## src/rtl/result_src_mux.sv

```systemverilog
// Write-back result selector: combinational ALU/memory/PC+4 mux plus a registered copy with valid and illegal-select status.
// Optional macro RESULT_SRC_IMM_EN adds an imm_ext port that select 11 picks (lui/auipc) instead of flagging it illegal.
module result_src_mux #(
    parameter int WIDTH = 32,
    parameter int CNT_W = 8
) (
    input  logic             clk,
    input  logic             rst_n,
    input  logic [WIDTH-1:0] alu_result,
    input  logic [WIDTH-1:0] read_data,
    input  logic [WIDTH-1:0] pc_plus4,
`ifdef RESULT_SRC_IMM_EN
    input  logic [WIDTH-1:0] imm_ext,
`endif
    input  logic [1:0]       result_src,
    input  logic             in_valid,
    output logic [WIDTH-1:0] result,
    output logic [WIDTH-1:0] result_q,
    output logic             out_valid,
    output logic             sel_illegal,
    output logic             illegal_sticky,
    output logic [CNT_W-1:0] illegal_cnt
);

    logic [WIDTH-1:0] capt_q, capt_d;
    logic             valid_q, valid_d;
    logic             sticky_q, sticky_d;
    logic [CNT_W-1:0] cnt_q, cnt_d;

    // Unselected sources never reach result, so X/Z on them stays contained.
    always_comb begin
        result = '0;
        case (result_src)
            2'b00:   result = alu_result;
            2'b01:   result = read_data;
            2'b10:   result = pc_plus4;
`ifdef RESULT_SRC_IMM_EN
            2'b11:   result = imm_ext;
`endif
            default: result = '0;
        endcase
    end

`ifdef RESULT_SRC_IMM_EN
    assign sel_illegal = 1'b0;
`else
    assign sel_illegal = in_valid & (result_src == 2'b11);
`endif

    always_comb begin
        capt_d   = capt_q;
        valid_d  = in_valid;
        sticky_d = sticky_q | sel_illegal;
        cnt_d    = cnt_q;
        if (in_valid) begin
            capt_d = result;
        end
        // Counter saturates at all-ones rather than wrapping.
        if (sel_illegal && (cnt_q != {CNT_W{1'b1}})) begin
            cnt_d = cnt_q + 1'b1;
        end
    end

    always_ff @(posedge clk) begin
        if (!rst_n) begin
            capt_q   <= '0;
            valid_q  <= 1'b0;
            sticky_q <= 1'b0;
            cnt_q    <= '0;
        end else begin
            capt_q   <= capt_d;
            valid_q  <= valid_d;
            sticky_q <= sticky_d;
            cnt_q    <= cnt_d;
        end
    end

    assign result_q       = capt_q;
    assign out_valid      = valid_q;
    assign illegal_sticky = sticky_q;
    assign illegal_cnt    = cnt_q;

endmodule

```

## config.mk

```make
export PLATFORM = sky130hd
export DESIGN_NAME = result_src_mux
export DESIGN_NICKNAME = d
export VERILOG_FILES = /design/src/rtl/result_src_mux.sv
export SDC_FILE = /design/constraint.sdc
export NUM_CORES = 1
export LEC_CHECK = 0
export CORE_ASPECT_RATIO = 1.4
export CORE_UTILIZATION = 35
export CTS_BUF_LIST = sky130_fd_sc_hd__clkbuf_8
export DETAILED_ROUTE_END_ITERATION = 10
export PLACE_DENSITY = 0.87
export SYNTH_ARGS = -nofsm -noshare
export SYNTH_HDL_FRONTEND = slang
export SYNTH_SLANG_ARGS = --single-unit
export TNS_END_PERCENT = 100
```

## constraint.sdc

```tcl
create_clock -name clk -period 2.53 [get_ports clk]
set_input_delay 0.759 -clock clk [delete_from_list [all_inputs] [get_ports clk]]
set_output_delay 0.759 -clock clk [all_outputs]
set_load 0.02 [all_outputs]
```

* Yosys cells after proc, flatten, opt, wreduce, memory -nomap -nowiden
Index checks and enable logic that the tools add are counted.
Storage, ports and cells: register bits 42, input bits 101, output and inout port bits 75, word-level logic and storage cells 14
Operators by class: add/sub/neg operators 1, equality and inequality tests 4, multiplexer cells 1, bitwise operators 2, reduce and logical (&&, ||, !) cells 2
Operators with widths (number):
- $pmux W32 S3 | 1
- $add A8 B1 Y8 const B | 1
- $ne A8 B8 Y1 const B | 1
- $eq A2 B2 Y1 const B | 2
- $eq A2 B1 Y1 const B | 1
- $logic_not A2 Y1 | 1
- $and A1 B1 Y1 | 1
- $logic_and A1 B1 Y1 | 1
- $or A1 B1 Y1 | 1

* Depth between registers and ports, before layout
depth after elaboration 3, mapped depth 6, depth with buffers taken out 4

* Worst setup path before layout
OpenSTA, ideal clock, no wires.
path kind input to output, start point input result_src[1], end point output result[0], arrival 1710 ps, required time 1771 ps, path slack 61 ps, stages on the path 6, cells stage by stage buf_4 -> nor2b_1 -> clkbuf_1 -> clkbuf_1 -> nand2_1 -> nand2_1
On the way: word-level cells in the longest chain between the ends 2
RTL lines:
- start: declaration | line 15 | input logic [1:0] result_src,
- $eq A2 B2 Y1, or another cell as far along | line 33 | case (result_src)
- $pmux W32 S3 * | line 33
- end: declaration | line 17 | output logic [WIDTH-1:0] result,
Mark *: on every way between the ends. The rest lies on a longest branch, timed or not.

* Worst setup path in the final report
start point input alu_result[24], end point output result[24]
On the way: word-level cells in the longest chain between the ends 1
RTL lines:
- start: declaration | line 9 | input logic [WIDTH-1:0] alu_result,
- $pmux W32 S3 | line 33
Every way passes these cells.

==> impl_metrics.py <==
metrics = {
    "setup_path": {
        "crit_path_top_delay_cell": "clkdlybuf4s50_1",
        "slowest_delay_ps": 510,
        "path_cells": "clkdlybuf4s50_1, mux2i_1, or2_4, nand2_2, buf_6",
        "crit_path_start_kind": "primary input",
        "crit_fanout": 2,
        "criticalPathCategory": "in2out",
        "arrival_ps": 1780,
        "endpoint_kind": "output pin",
        "cp.required_ps": 1770,
    },
    "finish": {
        "drive_gt1_frac": 0.318,
        "finalNonFillerCells": 586,
        "syn2layout_area_growth_pct": 109,
        "finalNetCount": 614,
        "final_area_um2": 4910,
    },
    "floorplanning": {
        "io_pins": 176,
        "start_util": 0.370,
        "die_x_um": 71.2,
        "die_y_um": 98.8,
        "coreArea_um2": 6340,
        "row_count": 34,
        "dieArea_um2": 7040,
    },
    "yosys": {
        "synth_top_cell_by_area": "dfxtp_1",
        "synth.area.top_cells": "dfxtp_1, mux2i_1, nand2_1",
        "ys_seq_area_frac": 0.359,
        "synth_cell_type_count": 27,
        "syn_area_um2": 2340,
        "synthMostInstantiatedCell": "nand2_1",
        "synth-async-reset-ratio": 0,
        "synth.ff_latch_count": 42,
        "synth_warnings": 0,
        "syn-num-nets": 404,
        "synthFlopType": "dfxtp_1",
        "synth-edff-count": 0,
        "avgSynthCellArea_um2": 7.76,
        "synth_top_area_frac": 0.359,
        "syn_inst": 302,
        "synthTopCellsByCount": "nand2_1, dfxtp_1, mux2i_1",
    },
    "route": {
        "routed_via_density": 5.32,
        "top_layer_used": "met4",
        "met1Wirelength_um": 3310,
        "drt_iter0_markers": 110,
        "drtPass1Iterations": 7,
        "drtAntennaViolNets": 0,
        "dr_wl_met3_um": 663,
        "drc": 14,
        "detail_route.wirelength_um": 9640,
        "wl_met2_um": 5370,
        "wl_per_cell_um": 16.4,
        "vias": 3118,
    },
    "power_and_ir_drop": {
        "p_int_mw": 1.53,
        "p_sw_uw": 600,
        "leakagePower_nw": 2.15,
        "power.density_nw_per_um2": 434,
        "p_seq_frac": 0.337,
        "clockPowerShare": 0.298,
        "peakVddDrop_v": 0.000385,
        "comb_power_share": 0.365,
        "power_switching_share": 0.281,
    },
    "sta": {
        "tns_ps": -8.60,
        "drv_slew": 0,
        "slew_headroom": 0.640,
        "worstMarginPinSlew_ps": 540,
        "max_clock_freq_mhz": 394,
        "fin_skew_ps": 1.35,
        "hold_violations": 0,
        "setup_slack_ps": -8.08,
        "fin_crit_ps": 2540,
        "finalSetupViolations": 2,
        "post-route-period-util": 1.00,
    },
    "place": {
        "gp_congestion": 0.843,
        "portBuffers": 175,
        "dp_hpwl_um": 6550,
        "dp.cells": 572,
        "dpl_cell_area_um2": 4440,
    },
    "run_status": {
        "status": "complete, but fails checks",
        "violations": "design-rule violations, negative setup slack",
    },
    "cts": {
        "cts_buffers": 5,
        "clk_root_buffer_cell": "clkbuf_8",
        "insertion_delay_ps": 280,
        "clk_pin_slew_ps": 90,
        "clock-sinks": 42,
        "cts_buffer_depth": 2,
        "holdBufCountCts": 0,
        "h-tree-depth": 2,
        "cts_tree": "built",
    },
    "grt": {
        "grt_use_total": 0.250,
        "grt_overflow": 0,
        "grt_max_degree": 67,
        "antenna_found_initial": 1,
        "grt_pass1_wl_um": 14000,
        "grt_pass1_vias": 3057,
    },
    "min_path": {
        "min_path_type": "reg2reg",
    },
    "job": {
        "cap_violations": 0,
    },
}
critical path: cells and delay by family:
kind,cells,cell delay (ps)
muxes,1,90
buffers and inverters,2,630
and+or+nand+nor,2,300
repair_timing:
action,in CTS,in global routing
buffers inserted,2,0
gates resized for setup,205,71
gates cloned,1,2
pin swaps,2,3
setup endpoints to repair,33,32
kinds of logic after synthesis:
logic type	count (synthesis)	synth area share
simple gates	125	0.256
mux	36	0.154
flops	42	0.359
compound gates	73	0.180
fa+ha+maj	1	0.00534
buf+inv	25	0.0470
power by group through the flow:
| stage | clock network (mW) | logic, mW | registers (mW) |
|---|---|---|---|
| floorplan | 0 | 0.234 | 0.781 |
| global placement | 0 | 0.680 | 0.733 |
| detailed placement | 0 | 0.688 | 0.735 |
| CTS | 0.647 | 0.713 | 0.720 |
| global route | 0.674 | 0.820 | 0.724 |
| finish | 0.636 | 0.778 | 0.720 |
state kept, by name (all words and copies together) (netlist names):
name	count
result_q	32
out_valid	1
illegal_sticky	1
illegal_cnt	8
cell type report:
class | count | area [um2]
Timing Repair Buffer | 225 | 2260
Multi-Input combinational cell | 235 | 1570
Fill cell | 451 | 1430
Sequential cell | 42 | 841
Tap cell | 72 | 90.1
Clock buffer | 5 | 68.8
Clock inverter | 3 | 68.8
Inverter | 3 | 11.3
Antenna cell | 1 | 2.50
path summary, 6_finish.rpt:
kind / from / end / slack, ps / cells past startpoint
worst max-delay path: alu_result[24] / result[24] / -8 / 5
worst min-delay path: illegal_sticky$_SDFF_PN0_ / illegal_sticky$_SDFF_PN0_ / 480 / 2
worst max register to register: illegal_cnt[2]$_SDFFE_PN0P_ / illegal_cnt[7]$_SDFFE_PN0P_ / 1020 / 3
worst min register to register: illegal_sticky$_SDFF_PN0_ / illegal_sticky$_SDFF_PN0_ / 480 / 2
layer usage:
layer	up-vias	global-route usage
met3	23	0.0511
met5	-	0
met4	0	0.0800
met1	1461	0.247
li1	1488	-
met2	146	0.500
metrics by stage:
stage	util	total power [mW]	setup WS [ps]	hold WS [ps]
4_1_cts	0.735	2.08	0.751	482
5_1_grt	0.775	2.22	-32.5	537
6_report	0.775	2.13	-8.08	475
3_5_place_dp	0.701	1.42	-710	461
3_3_place_gp	0.701	1.41	-685	448
2_1_floorplan	-	1.01	61.2	555
placed cells by master (no fill, tap or decap), drive strengths merged:
cell type      instances
mux2i                 36
nor2b                  1
nor2                   3
and3                   1
buf                   82
or2                   32
nand2b                 2
a221oi                 1
clkbuf                 7
a31oi                 33
diode                  1
dlymetal6s2s           4
and4                   3
clkinv                 1
a21oi                  2
ha                     1
a211oi                 2
a41oi                  1
nor4                   1
nor3                   2
clkdlybuf4s15          1
nand3                  5
dlygate4sd2            4
o21ai                 33
a21o                   1
and2                   2
or4                    1
bufinv                 2
dfxtp                 42
clkdlybuf4s50        132
inv                    3
nand2                 72
(Power assumes the default switching activity.)
